--- config.mk ---
export PLATFORM = sky130hd
export DESIGN_NAME = crossp_sched
export DESIGN_NICKNAME = d
export VERILOG_FILES = /design/src/rtl/crossp_sched_pkg.sv /design/src/rtl/crossp_sched_delay_pipe.sv /design/src/rtl/crossp_sched_rr_arb.sv /design/src/rtl/crossp_sched.sv
export SDC_FILE = /design/constraint.sdc
export NUM_CORES = 1
export LEC_CHECK = 0
export ABC_CLOCK_PERIOD_IN_PS = 3680
export BUFFER_PORTS_ARGS = -buffer_cell sky130_fd_sc_hd__buf_2
export CAP_MARGIN = 10
export CORE_AREA = 2 2 451 453
export CTS_CLUSTER_SIZE = 10
export DETAILED_ROUTE_END_ITERATION = 7
export DIE_AREA = 0 0 453 455
export HOLD_SLACK_MARGIN = 0.12
export PLACE_DENSITY = 0.31
export SLEW_MARGIN = 20
export SYNTH_ARGS = -nofsm -noshare
export SYNTH_HDL_FRONTEND = slang
export SYNTH_SLANG_ARGS = --single-unit
--- constraint.sdc ---
create_clock -name clk -period 3.68 [get_ports clk]
set_input_delay 0.184 -clock clk [delete_from_list [all_inputs] [get_ports clk]]
set_output_delay 0.184 -clock clk [all_outputs]
set_load 0.1 [all_outputs]
--- src/rtl/crossp_sched_pkg.sv ---
// Shared fixed-point cross-product definitions used by the crossp scheduler.
// Holds the crossp latency, the 3-vector payload type and the ID-width rule.
package crossp_sched_pkg;

    localparam int unsigned CROSSP_LAT = 4;
    localparam int unsigned FP_WIDTH   = 32;

    typedef struct packed {
        logic signed [FP_WIDTH-1:0] z;
        logic signed [FP_WIDTH-1:0] y;
        logic signed [FP_WIDTH-1:0] x;
    } vec3_t;

    // Requester ID width: clog2(n), never less than one bit.
    function automatic int unsigned id_width(input int unsigned n);
        return (n <= 2) ? 1 : $clog2(n);
    endfunction

endpackage

--- src/rtl/crossp_sched_delay_pipe.sv ---
// Generic fixed-latency delay pipe with synchronous active-low flush.
module delay_pipe #(
    parameter int unsigned DELAY = 1,
    parameter int unsigned WIDTH = 1
) (
    input  logic             clk,
    input  logic             reset_l,
    input  logic [WIDTH-1:0] i_d,
    output logic [WIDTH-1:0] o_q
);

    logic [DELAY*WIDTH-1:0] r_sr;

    if (DELAY == 1) begin : g_single
        always_ff @(posedge clk) begin
            if (!reset_l) r_sr <= '0;
            else          r_sr <= i_d;
        end
    end else begin : g_multi
        always_ff @(posedge clk) begin
            if (!reset_l) r_sr <= '0;
            else          r_sr <= {r_sr[(DELAY-1)*WIDTH-1:0], i_d};
        end
    end

    assign o_q = r_sr[DELAY*WIDTH-1 -: WIDTH];

endmodule

--- src/rtl/crossp_sched_rr_arb.sv ---
// Combinational round-robin arbiter: scan starts one past the pointer,
// and the first eligible requester receives a one-hot grant.
module rr_arb
    import crossp_sched_pkg::*;
#(
    parameter int unsigned NREQ = 4,
    parameter int unsigned IDW  = id_width(NREQ)
) (
    input  logic [NREQ-1:0] i_elig,
    input  logic [IDW-1:0]  i_ptr,
    output logic [NREQ-1:0] o_grant
);

    logic [IDW-1:0] w_idx;
    logic           w_found;

    always_comb begin
        o_grant = '0;
        w_found = 1'b0;
        w_idx   = '0;
        for (int unsigned k = 1; k <= NREQ; k++) begin
            w_idx = IDW'((32'(i_ptr) + k) % NREQ);
            if (!w_found && i_elig[w_idx]) begin
                o_grant[w_idx] = 1'b1;
                w_found        = 1'b1;
            end
        end
    end

endmodule

--- src/rtl/crossp_sched.sv ---
// Shares one pipelined cross-product unit among NREQ requesters using
// credit-gated round-robin issue and tag-steered result return.
module crossp_sched
    import crossp_sched_pkg::*;
#(
    parameter int unsigned NREQ    = 4,
    parameter int unsigned WIDTH   = 32,
    parameter int unsigned LAT     = CROSSP_LAT,
    parameter int unsigned MAXCRED = 2
) (
    input  logic                    clk,
    input  logic                    reset_l,
    input  logic [NREQ-1:0]         req_valid,
    output logic [NREQ-1:0]         req_ready,
    input  logic [NREQ*3*WIDTH-1:0] req_a,
    input  logic [NREQ*3*WIDTH-1:0] req_b,
    output logic                    cp_valid,
    output logic [3*WIDTH-1:0]      cp_a,
    output logic [3*WIDTH-1:0]      cp_b,
    input  logic [3*WIDTH-1:0]      cp_o,
    output logic [NREQ-1:0]         rsp_valid,
    output logic [3*WIDTH-1:0]      rsp_data,
    input  logic [NREQ-1:0]         credit_ret,
    output logic                    cred_err
);

    localparam int unsigned VW  = 3 * WIDTH;
    localparam int unsigned IDW = id_width(NREQ);
    localparam int unsigned CW  = $clog2(MAXCRED + 1);
    localparam int unsigned TW  = 1 + IDW;

    logic [NREQ-1:0] w_elig;
    logic [NREQ-1:0] w_grant;
    logic [NREQ-1:0] w_acc;
    logic [NREQ-1:0] w_ovf;
    logic            w_any;
    logic [IDW-1:0]  w_win_id;
    logic [VW-1:0]   w_sel_a;
    logic [VW-1:0]   w_sel_b;
    logic [TW-1:0]   w_tag;
    logic            w_tag_v;
    logic [IDW-1:0]  w_tag_id;

    logic            r_cp_valid;
    logic [VW-1:0]   r_cp_a;
    logic [VW-1:0]   r_cp_b;
    logic [IDW-1:0]  r_cp_id;
    logic [IDW-1:0]  r_ptr;
    logic [NREQ-1:0] r_rsp_valid;
    logic [VW-1:0]   r_rsp_data;
    logic            r_err;

    rr_arb #(
        .NREQ (NREQ),
        .IDW  (IDW)
    ) u_arb (
        .i_elig  (w_elig),
        .i_ptr   (r_ptr),
        .o_grant (w_grant)
    );

    assign req_ready = reset_l ? w_grant : '0;
    assign w_acc     = req_ready & req_valid;
    assign w_any     = |w_acc;

    // Per-requester credit counter; a simultaneous grant and return cancel out.
    for (genvar g = 0; g < int'(NREQ); g++) begin : g_cred
        logic [CW-1:0] r_cred;

        assign w_elig[g] = req_valid[g] && (r_cred != '0);
        assign w_ovf[g]  = credit_ret[g] && !w_acc[g] && (r_cred == CW'(MAXCRED));

        always_ff @(posedge clk) begin
            if (!reset_l) begin
                r_cred <= CW'(MAXCRED);
            end else if (w_acc[g] && !credit_ret[g]) begin
                r_cred <= r_cred - CW'(1);
            end else if (credit_ret[g] && !w_acc[g] && (r_cred != CW'(MAXCRED))) begin
                r_cred <= r_cred + CW'(1);
            end
        end
    end

    // Winner encode and operand steering.
    always_comb begin
        w_win_id = '0;
        w_sel_a  = '0;
        w_sel_b  = '0;
        for (int unsigned i = 0; i < NREQ; i++) begin
            if (w_acc[i]) begin
                w_win_id = IDW'(i);
                w_sel_a  = req_a[i*VW +: VW];
                w_sel_b  = req_b[i*VW +: VW];
            end
        end
    end

    // Issue stage; operands hold on idle cycles.
    always_ff @(posedge clk) begin
        if (!reset_l) begin
            r_cp_valid <= 1'b0;
            r_cp_a     <= '0;
            r_cp_b     <= '0;
            r_cp_id    <= '0;
            r_ptr      <= IDW'(NREQ - 1);
        end else begin
            r_cp_valid <= w_any;
            if (w_any) begin
                r_cp_a  <= w_sel_a;
                r_cp_b  <= w_sel_b;
                r_cp_id <= w_win_id;
                r_ptr   <= w_win_id;
            end
        end
    end

    // Tag enters alongside cp_valid so it emerges in the same cycle as cp_o.
    delay_pipe #(
        .DELAY (LAT),
        .WIDTH (TW)
    ) u_tag (
        .clk     (clk),
        .reset_l (reset_l),
        .i_d     ({r_cp_valid, r_cp_id}),
        .o_q     (w_tag)
    );

    assign w_tag_v  = w_tag[TW-1];
    assign w_tag_id = w_tag[IDW-1:0];

    always_ff @(posedge clk) begin
        if (!reset_l) begin
            r_rsp_valid <= '0;
            r_rsp_data  <= '0;
            r_err       <= 1'b0;
        end else begin
            r_rsp_valid <= w_tag_v ? (NREQ'(1) << w_tag_id) : '0;
            if (w_tag_v) begin
                r_rsp_data <= cp_o;
            end
            r_err <= r_err | (|w_ovf);
        end
    end

    assign cp_valid  = r_cp_valid;
    assign cp_a      = r_cp_a;
    assign cp_b      = r_cp_b;
    assign rsp_valid = r_rsp_valid;
    assign rsp_data  = r_rsp_data;
    assign cred_err  = r_err;

endmodule
==> results summary, run 1 <==
The flow ran to the end, and the final reports show no timing, DRC or antenna violations. The largest net degree at the start of global routing is 109. The y dimension of the die is 455 um. The power per unit of standard cell area came out at 806 nW/um^2. The synthesized cell area is 15700 um^2. The critical path in this run is classified as reg2out. The share of the synthesized area in the top cell type is 40.7%. The final total power is 28.7 mW. The share of post-route cells with drive strength above 1 came out at 42.6%. The cell depth of the worst min-delay path came out at 4. The wire length of the first global-routing pass is 198000 um. The number of nets handed over by synthesis was 2485. Data arrives at the worst endpoint at 3.17 ns. The final critical path time including I/O delays and setup is about 3.4 ns. In the finished design, the share of the clock period the worst path needs comes to 91.2%. Synthesis produced a netlist whose cell count is 1603.

The maximum ir drop on the vdd rail is a little under 0.6 mV. The clock latency of the later-clocked register in the worst-skew pair is 0.68 ns. The number of enable flip-flop cells after synthesis is 0. For the pin with the worst max-slew slack, the measured transition is 0.885 ns. The remaining antenna violation count after routing came out at 0. Across every metal layer, demand over resource in global routing totals approximately 14%. The number of synthesized register bits came out at between 300 and 400.

The floorplan step set the die width to 453 um. The worst setup timing slack at the placement stage came out at -0.0469 ns. The standard cell area after detailed placement is 25100 um^2.

The first-iteration detailed-routing DRC count came out at 1309. For this run, the number of Yosys warnings is 0. The number of global-route vias before repair came out at 23100.

Along the worst path, the maximum fanout reaches 9. Clock tree synthesis inserted a total of 50 buffers. The flip-flop cell with the highest count after synthesis is sky130_fd_sc_hd__dfxtp_1. The master of the slowest instance on the critical path is sky130_fd_sc_hd__buf_2. The total area inside the core boundary comes to between 200000 and 250000 um^2.

The total placed cells including tap cells is 5350. The number of antenna violations at the first check in global routing came out at 88. In the routed design, unresolved DRC markers number 0. In this run the count of I/O pins placed on the die edge is 1172. The average vias per placed instance came out at 3.57.

The end-of-flow core utilization came out at between 10% and 20%. The most common cell in the synthesized netlist is sky130_fd_sc_hd__dfxtp_1. The final route contains 22700 vias. The leakage power total is 15.3 nW. The CTS H-tree depth came out at 2. The unique cell type count in the Yosys netlist came out at 50. The number of cell instances on the worst register-to-register path is 10. During placement, the flow inserted port buffers numbering 1171. The final routed wirelength across all metal layers is 153000 um.

After synthesis, the cell types taking the most area are sky130_fd_sc_hd__dfxtp_1 (41%), sky130_fd_sc_hd__a221oi_2 (17%), sky130_fd_sc_hd__o22ai_1 (7.7%), sky130_fd_sc_hd__mux2i_1 (6.2%), sky130_fd_sc_hd__nor3_1 (5.9%). The endpoint class of the critical path is an output pin. The commonest cells after synthesis are sky130_fd_sc_hd__dfxtp_1 (318), sky130_fd_sc_hd__o22ai_1 (193), sky130_fd_sc_hd__nor3_1 (183). The data required time at the worst endpoint is 3.50 ns. The final net count came out at 4491. The longest individual stage delay on the worst path is 0.53 ns. The maximum buffer depth of the clock tree came out at 3. The setup clock skew after layout came out at around 0.045 ns. The half-perimeter wire length after detailed placement is roughly 120000 um. The number of detailed-routing iterations run before antenna repair is 5. The worst-case headroom to the max-slew limit is 41.0%. The cell chosen for the clock root is sky130_fd_sc_hd__clkbuf_16. Setup repair after global routing left no endpoint under its margin. STA classifies the critical path startpoint as a register. Once routing completed, OpenROAD measured the worst setup slack at 0.322 ns. The sequential share of the synthesized area is 40.7%. The routability-driven placement congestion ratio is 0.896.

The average routed wire per standard cell is 24.2 um. The type of the most critical hold path is in2reg. The max-slew violation count came out at 0.

The post-layout instance area came out at about 36000 um^2. The max-cap violation count is 0. Setup violations remaining at the end of the flow were counted as 0. The number of endpoints with negative hold slack in the final report was 0. Each instance of the synthesized netlist takes up on average 9.76 um^2. The signal on the critical path passes through inv_1 > buf_4 > nor3_1 > o2111ai_1 > a21boi_0 > o31a_1 > buf_2.

The area growth from synthesis to layout came out at 128%. The clock-pin slew on the worst setup and hold paths came out at 0.06 ns. The tree built by TritonCTS fans out to 318 sinks. The maximum achievable frequency is 298 MHz. Leaving out filler cells and counting taps, the final layout contains 6354. Of all flip-flops after synthesis, the portion carrying an async set or reset was 0%.

TritonCTS built the clock tree. For this run the aggregate overflow at the end of global routing stands at 0. For this configuration, the core starts out at a cell density of 7.77%. The row count came out at 165.

The full die area is 206000 um^2. Of all cell types, the one taking the most synthesized area is sky130_fd_sc_hd__dfxtp_1.
[worst max-delay path, delay by kind of cell, from the launching register on]
kind / cells / cell delay [ns]
flops: 1 / 0.42
buf+inv: 3 / 0.80
compound gates: 3 / 1.06
simple gates: 1 / 0.20
[power by group]
part / total, mW / switching (mW) / leakage (nW) / internal [mW]
sequential: 5.20 / 0.708 / 2.62 / 4.49
clock: 4.96 / 2.06 / 0.807 / 2.90
combinational: 18.6 / 13.6 / 11.8 / 4.97
total: 28.7 / 16.4 / 15.3 / 12.4
[metrics by stage]
step	hold WS [ns]	setup TNS, ns
finish	0.179	0
global route	0.246	0
CTS	0.139	0
detailed placement	0.421	-0.0795
global placement	0.419	-0.0303
floorplan	0.332	0
[routing by layer]
layer | wire length, um | up-vias | GRT usage [%]
li1 | - | 10400 | -
met1 | 68000 | 11000 | 18.4
met2 | 67600 | 998 | 21.5
met3 | 11500 | 243 | 3.81
met4 | 6160 | 24 | 5.49
met5 | 145 | - | 0
[final cells by class]
type	instances	area, um^2
clock inverters	12	128
well taps	2672	3340
flip-flops and latches	318	6370
repair buffers	2129	15700
clock buffers	80	1520
multi-input cells	1103	8450
inverters	7	28.8
diodes	33	82.6
fillers	22600	166000
[cell usage in the layout (no fill, tap or decap), types with 48 or more instances in the layout]
| cell type | netlist | final |
|---|---|---|
| sky130_fd_sc_hd__a21oi_1 | 95 | 95 |
| sky130_fd_sc_hd__a221oi_2 | 180 | 180 |
| sky130_fd_sc_hd__buf_2 | 35 | 1169 |
| sky130_fd_sc_hd__buf_4 | 31 | 48 |
| sky130_fd_sc_hd__clkbuf_16 | 0 | 51 |
| sky130_fd_sc_hd__dfxtp_1 | 318 | 316 |
| sky130_fd_sc_hd__dlygate4sd3_1 | 0 | 874 |
| sky130_fd_sc_hd__mux2i_1 | 97 | 97 |
| sky130_fd_sc_hd__nor2_1 | 117 | 117 |
| sky130_fd_sc_hd__nor3_1 | 183 | 183 |
| sky130_fd_sc_hd__o21ai_0 | 109 | 109 |
| sky130_fd_sc_hd__o22ai_1 | 193 | 190 |
[what timing repair did]
item	in CTS	in global routing
hold buffers	874	0
pin swaps	0	2
gates resized for setup	3	6
cloned	0	1
endpoints found under the setup margin	3	160
setup buffers	0	4
endpoints found under the hold margin	301	0
[path summary, 6_finish.rpt]
check,slack [ns],start,to
setup / recovery,0.32,r_ptr[0],req_ready[2]
hold / removal,0.18,req_b[254],cp_b[62]
setup reg to reg,0.33,r_ptr[0],r_ptr[0]
hold reg to reg,0.42,cp_valid,u_tag.r_sr[2]
[sequential cells by signal (all words and copies together) (netlist names)]
register       cells
cp_a              96
r_cp_id            2
cp_valid           1
g_cred.r_cred      8
cp_b              96
cred_err           1
u_tag.r_sr        12
rsp_valid          4
rsp_data          96
r_ptr              2
[logic make-up (layout without fill, tap and decap cells)]
| group | after synthesis | count (layout) | share of synthesized area, % |
|---|---|---|---|
| AND/OR/NAND/NOR | 367 | 367 | 11.8 |
| other | 0 | 33 | 0 |
| multiplexers | 102 | 102 | 6.92 |
| AO/OA/AOI/OAI | 623 | 623 | 34.3 |
| adder cells (fa/ha/maj) | 8 | 8 | 0.640 |
| XOR/XNOR | 3 | 3 | 0.168 |
| flip-flops | 318 | 318 | 40.7 |
| buffers and inverters | 182 | 2228 | 5.58 |
No activity file was read; power rests on OpenSTA's default activity.
==> run 2, diff against run 1 <==
==> constraint.sdc (replaced) <==
create_clock -name clk -period 3.68 [get_ports clk]
set_input_delay 0 -clock clk [delete_from_list [all_inputs] [get_ports clk]]
set_output_delay 0 -clock clk [all_outputs]
set_load 0.1 [all_outputs]
==> run 2 against run 1 <==
Against the previous run:
- non-clock buffer count grew 141
- power grew 0.47%
- final area increased by 3.9%
- wire length is 1.1% higher
- clock power increased by 1%
- highest routed layer unchanged
==> results summary, run 2 (synthesis results as in run 1) <==
The max-slew violation count is 0. The final-layout fill cell count is 22600. The half-perimeter wire length after detailed placement is 123000 um. STA classifies the critical path startpoint as a register. At the worst endpoint, the required time is between 4 and 5 ns. Setup violations remaining at the end of the flow were counted as 0. The power per unit of standard cell area came out at 780 nW/um^2. The clock-pin slew on the worst setup and hold paths is 0.06 ns. The worst-path maximum fanout came out at 92. The max-cap violation count is 0. For this run, design rule violations remaining after detail routing come to 0. The number of endpoints with negative hold slack in the final report is 0.

The count of pins on the block boundary came out at 1172. In this run the remaining antenna-violating nets after routing total 0. The startpoint identified for the worst register-to-register timing path is r_ptr[1].

The tree is rooted in a sky130_fd_sc_hd__clkbuf_16. For this design the static power due to leakage is 15.8 nW. The overall overflow remaining after global route came out at 0.

The final routed wirelength across all metal layers is roughly 160000 um. The run finished with clean final reports. The tightest min-delay check is of the in2reg type. The total negative setup slack came out at 0 ns.

The horizontal extent of the die is ~450 um. The first-iteration detailed-routing DRC count is 1435. The total number of vias came out at 23400.

The routability-driven placement congestion ratio is 0.876. Prior to clock tree synthesis, the placed netlist has a worst setup slack of around 0.13 ns. The standard cell area after detailed placement is about 25000 um^2. Setup repair after global routing left no endpoint under its margin.

Dividing the detail-routed via count by the number of cells gives 3.60. The largest net degree at the start of global routing is ~110. TritonCTS built the clock tree. The clock tree synthesis step divided the H-tree into 2 levels.

The starting density of the core came out at 7.77%. For this design, the slowest cell found on the critical path is sky130_fd_sc_hd__a221oi_2. The critical path is of the reg2reg type. Input and output buffers added on the ports amount to 1171. Leaving out fill and tap cells, the most frequent cells in the layout are sky130_fd_sc_hd__buf_2 (1170), sky130_fd_sc_hd__dlygate4sd3_1 (1021), sky130_fd_sc_hd__dfxtp_1 (315). Cells fill 18.4% of the core in the end.

After the last flow step, the layout net total stands at 4632. The full die area came out at approximately 200000 um^2. The average routed wire per standard cell is 23.9 um. The first global-routing pass estimated 201000 um of wire.

The transition time at the pin with the least slew margin came out at 1.08 ns. The number of antenna violations at the first check in global routing came to 77. For the worst-skew pair, the clock arrives at the later sink with an insertion delay of 0.67 ns.

The area growth from synthesis to layout is 137%. In this run the worst setup path begins at r_ptr[1]. The core region area came out at 201000 um^2. The startpoint identified for the worst hold timing path is req_valid[1].

The maximum buffer depth of the clock tree is 3. The worst-case IR drop observed on VDD is 0.518 mV. The data arrival at the endpoint of the critical path came out at 4.06 ns. Dividing the final minimum period by the clock period gives 95.7%. The library cell used most frequently in the layout, excluding fill and tap cells, is sky130_fd_sc_hd__buf_2.

The longest individual stage delay on the worst path is 0.58 ns. The total clock sinks is 318. The minimum setup slack in the final design came out at 0.158 ns. Clock tree synthesis inserted a total of 50 buffers. The setup clock skew after layout came out at 0.0393 ns. The y dimension of the die is 455 um.

The global router's overall resource usage came out at 14.1%. The critical path goes through inv_2 > ha_1 > mux4_2 > a21oi_1 > nor2_1 > o311a_4 > buf_16 > a221oi_2 > nor3_1. The endpoint class of the critical path is a register. The number of detailed-routing iterations run before antenna repair is 5. Subtracting the final worst setup slack from the clock period gives 3.52 ns. The maximum achievable frequency came out at between 200 and 300 MHz. The row count came out at 165. The worst pin sits at a relative slew slack of 27.8%.

The post-layout instance area came out at 37000 um^2. The post-route netlist has 40.8% of its cells at a drive strength greater than 1. The number of global-route vias before repair is 23500.
-- run 2: cell types whose count changed in the layout (fill, tap and decap cells not counted), moves of 2 or more --
cell / previous run / this run
sky130_fd_sc_hd__o22ai_1: 190 / 193
sky130_fd_sc_hd__buf_4: 48 / 43
sky130_fd_sc_hd__o22ai_2: 4 / 1
sky130_fd_sc_hd__clkinv_2: 4 / 7
sky130_fd_sc_hd__dlygate4sd3_1: 874 / 1021
sky130_fd_sc_hd__clkbuf_8: 16 / 11
sky130_fd_sc_hd__buf_12: 35 / 32
sky130_fd_sc_hd__bufinv_16: 1 / 3
sky130_fd_sc_hd__clkinv_4: 2 / 0
-- run 2: per-stage QoR --
step / power (mW) / instances / hold WS, ns
3_5_place_dp: 23.0 / 5346 / 0.239
3_3_place_gp: 22.9 / 5346 / 0.235
6_report: 28.9 / 6491 / 0.174
2_1_floorplan: 17.5 / 1603 / 0.148
4_1_cts: 29.2 / 6456 / 0.120
5_1_grt: 30.3 / 6471 / 0.158
-- run 2: cell type report --
cell class | instances | area (um^2) | share of cell area, %
clock buffer | 75 | 1480 | 3.99
tap | 2672 | 3340 | 9.03
antenna | 32 | 80.1 | 0.216
timing repair buffer | 2270 | 17100 | 46.2
sequential | 318 | 6370 | 17.2
multi-input combinational | 1103 | 8420 | 22.8
clock inverter | 14 | 173 | 0.466
inverter | 7 | 28.8 | 0.0777
-- run 2: worst max-delay path: cells and delay by family, from the launching register on --
| family | cells | cell delay, ns |
|---|---|---|
| AOI/OAI and AO/OA | 3 | 1.15 |
| muxes | 1 | 0.56 |
| DFF | 1 | 0.41 |
| adders and majority gates | 1 | 0.37 |
| buffers and inverters | 2 | 0.32 |
| and+or+nand+nor | 2 | 0.18 |
-- run 2: path summary, 6_finish.rpt --
path	slack, ns	depth (start not counted)	endpoint
max	0.16	9	cp_b[4]
min	0.17	5	r_cp_id[0]
max reg2reg	0.16	9	cp_b[4]
min reg2reg	0.43	1	u_tag.r_sr[8]
-- run 2: layer usage --
| metal | routed length (um) | share of wire, % | vias to the layer above | track usage, % |
|---|---|---|---|---|
| li1 | - | - | 10700 | - |
| met1 | 67700 | 44 | 11400 | 18.4 |
| met2 | 70300 | 45 | 1052 | 22.4 |
| met3 | 12200 | 7.9 | 252 | 3.88 |
| met4 | 4770 | 3.1 | 28 | 4.09 |
| met5 | 184 | 0.12 | - | 0 |
-- run 2: what timing repair did --
item	in CTS	in global routing
hold buffers	1021	0
endpoints found under the setup margin	0	40
buffers inserted	0	2
hold endpoints to repair	317	0
resized for setup	0	5
-- run 2: where the power goes --
part / internal [mW] / switching, mW
sequential: 4.49 / 0.711
combinational: 5.04 / 13.6
clock: 2.96 / 2.07
==> run 3, diff against run 2 <==
Settings changed: PLACE_DENSITY 0.31 to not set.
==> run 3 against run 2 <==
Against the previous run:
- critical path depth up 2
- critical endpoint is now cp_b[44]
- core utilization down 0.25 points
- sequential power down 2%
- critical path type unchanged
- the run now ends with setup timing left
==> results summary, run 3 (synthesis results as in run 1) <==
Entering global routing, the biggest net connects 104 pins. The internal cell power came out at 12.7 mW. The clock-pin slew on the worst setup and hold paths is 0.06 ns. The average routed wire per standard cell came out at 29.7 um. The core region area is between 200000 and 250000 um^2.

In this run the static leakage power is 15.7 nW. The number of I/O port buffers is 1171. The end-of-flow core utilization came out at 18.1%. The non-filler instance count after layout is 6500. The cell depth of the worst min-delay path came out at 5. Routability-driven placement finished with a final weighted congestion of 0.978. The element type at the critical path start is a register.

The worst hold path terminates at r_ptr[0]. The buffers plus inverters on the worst setup path is 3. The maximum achievable frequency came out at 268 MHz.

The power spent charging and discharging nets is 17.1 mW. The final reports fail on setup timing. Dividing the final minimum period by the clock period gives 101%. Once the floorplan was initialized, standard cells occupied roughly 8% of the core. The CTS tree is done. In this design, the largest share of critical-path delay is due to buffers and inverters. The total placed cells including tap cells came out at 5363. The number of antenna violations at the first check in global routing came out at around 240. On the critical path, the stage with the largest delay is an instance of sky130_fd_sc_hd__dlygate4sd3_1.

The number of buffers inserted during clock tree synthesis is 48. The share of post-route cells with drive strength above 1 is 42.0%. The horizontal extent of the die came out at around 450 um. Data on the critical path is required at its endpoint by roughly 4.2 ns.

Row generation in the floorplan step produced 165 rows. The switching portion of total power came out at 57.2%. Leaving out fill and tap cells, the most frequent cell in the layout is sky130_fd_sc_hd__buf_2. In the layout the commonest cells are sky130_fd_sc_hd__buf_2 (1170), sky130_fd_sc_hd__dlygate4sd3_1 (946), sky130_fd_sc_hd__dfxtp_1 (317).

The number of remaining DRC errors is 0. The minimum setup slack in the final design came out at -0.0490 ns. The tightest min-delay check is of the in2reg type. The total area of sequential cells is 6370 um^2. The worst-case register-to-register setup slack is -0.05 ns. The max-slew violation count was 0.

In this run the most critical hold path is launched from req_valid[3]. The longest individual stage delay on the worst path is 0.60 ns. The combinational group share of total power came out at 66.7%. The finished cells cover between 30000 and 40000 um^2. The final net count is 4576. STA classifies the critical path endpoint as a register. The H-tree was split into 2 levels.

The final route contains 25200 vias. Summing all multi-input logic gate instances after layout gives around 8500 um^2. The final critical path time including I/O delays and setup is 3.73 ns. The power per unit of standard cell area is a little over 800 nW/um^2. The path type of the worst setup path is reg2reg.

The remaining antenna violation count after routing is 0. The y dimension of the die is 455 um. The area growth from synthesis to layout came out at 133%.

The share of power burned in registers came out at 17.2%. The first-iteration detailed-routing DRC count came out at 2829. The die covers 206000 um^2. Headroom to the max-slew limit came out at 31.7%. The data arrival at the endpoint of the critical path came out at approximately 4.3 ns. The max-cap violation count came out at 0. The flow ran to the end, but the final reports show violations. The overall overflow remaining after global route is 0. The signal on the critical path passes through inv_2 > ha_2 > mux4_2 > a21oi_1 > nor2_1 > o31a_1 > nand3_4 > buf_12 > o22ai_1 > dlygate4sd3_1 > nor3_1. The setup clock skew after layout came out at 0.0351 ns. The setup violation total in the final timing report came out at 1. The worst-case IR drop observed on VDD is about 0.53 mV. Setup repair after global routing left no endpoint under its margin. The completed layout was analyzed and its total power is slightly below 30 mW. The clock latency of the later-clocked register in the worst-skew pair is approximately 0.67 ns. In this run the critical register-to-register path is captured at cp_b[44]. The number of detailed-routing iterations run before antenna repair is 7. The wire length of the first global-routing pass came out at 238000 um.

The clock group share of total power came out at 16.1%. The total clock sinks is 318. No sink is reached through more buffers than the 3 on the longest clock path. The cell sitting at the root of the clock tree is a sky130_fd_sc_hd__clkbuf_16.

Detailed placement ended at an HPWL of 159000 um. The count of pins on the block boundary came out at 1172. In this run the critical register-to-register path is launched from r_ptr[1]. The worst-path maximum fanout came out at 72.

The total negative setup slack is -0.0490 ns. The average vias per placed instance is 3.88. The number of cell instances on the worst register-to-register path came out at 11. The final worst hold slack came out at 0.127 ns. The number of endpoints with negative hold slack in the final report is 0. Once placement finished, the instance area stood at approximately 25000 um^2. Timing analysis after detailed placement gives a worst setup slack of approximately 0.010 ns. The final-layout fill cell count came out at 22300. The global router's overall resource usage came out at 17.5%. The number of global-route vias before repair came out at between 20000 and 25000.

The final routed wirelength across all metal layers came out at about 190000 um. For the pin with the worst max-slew slack, the measured transition is 1.03 ns.
## run 3: cell types whose count changed in the layout (fill, tap and decap cells not counted), moves of 5 or more
cell,previous run,this run
sky130_fd_sc_hd__clkbuf_8,11,5
sky130_fd_sc_hd__dlygate4sd3_1,1021,946
sky130_fd_sc_hd__buf_4,43,65
sky130_fd_sc_hd__diode_2,32,102
sky130_fd_sc_hd__clkinvlp_4,2,7
sky130_fd_sc_hd__clkbuf_1,13,8
## run 3: final cells by class
cell class                      instances  share of cell area (%)
Timing Repair Buffer                 2216                    45.2
Antenna cell                          102                   0.699
Clock inverter                         20                   0.651
Sequential cell                       318                    17.4
Clock buffer                           62                    3.63
Multi-Input combinational cell       1103                    23.1
Inverter                                7                  0.0754
Tap cell                             2672                    9.16
## run 3: routing by layer
metal | routed length (um) | vias to the layer above | global-route usage (%) | part of all wire (%)
met1 | 70800 | 11800 | 19.8 | 37
met4 | 14300 | 140 | 10.3 | 7.4
li1 | - | 10600 | - | -
met3 | 25200 | 733 | 8.75 | 13
met5 | 1060 | - | 1.31 | 0.55
met2 | 82000 | 1898 | 26.4 | 42
## run 3: worst max path at each step
stage / start / endpoint / slack, ns / cells past startpoint
6_report: r_ptr[1] / cp_b[44] / -0.05 / 11
2_1_floorplan: r_ptr[0] / cp_a[10] / 0.22 / 11
4_1_cts: r_ptr[0] / cp_b[90] / 0.008 / 12
3_3_place_gp: r_ptr[0] / cp_b[60] / 0.04 / 11
3_5_place_dp: r_ptr[0] / cp_b[60] / 0.01 / 11
5_1_grt: g_cred[2].r_cred[0] / cp_b[45] / 0.006 / 11
## run 3: timing repair
action,CTS,global route
cloned,0,1
endpoints found under the setup margin,3,80
endpoints found under the hold margin,308,1
pin swaps,0,7
buffers inserted,0,6
hold buffers,946,1
gates resized for setup,1,10
## run 3: worst register-to-register path, delay by kind of cell, from the launching register on
family	cells	cell delay [ns]
muxes	1	0.56
adders and majority gates	1	0.37
buffers and inverters	3	0.91
AOI/OAI and AO/OA	3	0.86
and+or+nand+nor	3	0.56
DFF	1	0.34
## run 3: power by group through the flow
stage	Clock, mW	Sequential, mW	Combinational (mW)
after detailed placement	0	5.15	18.2
final	4.81	5.12	19.9
after global routing	5.05	5.20	20.7
after global placement	0	5.12	18.2
after floorplan	0	11.1	6.37
after CTS	4.95	5.09	19.7
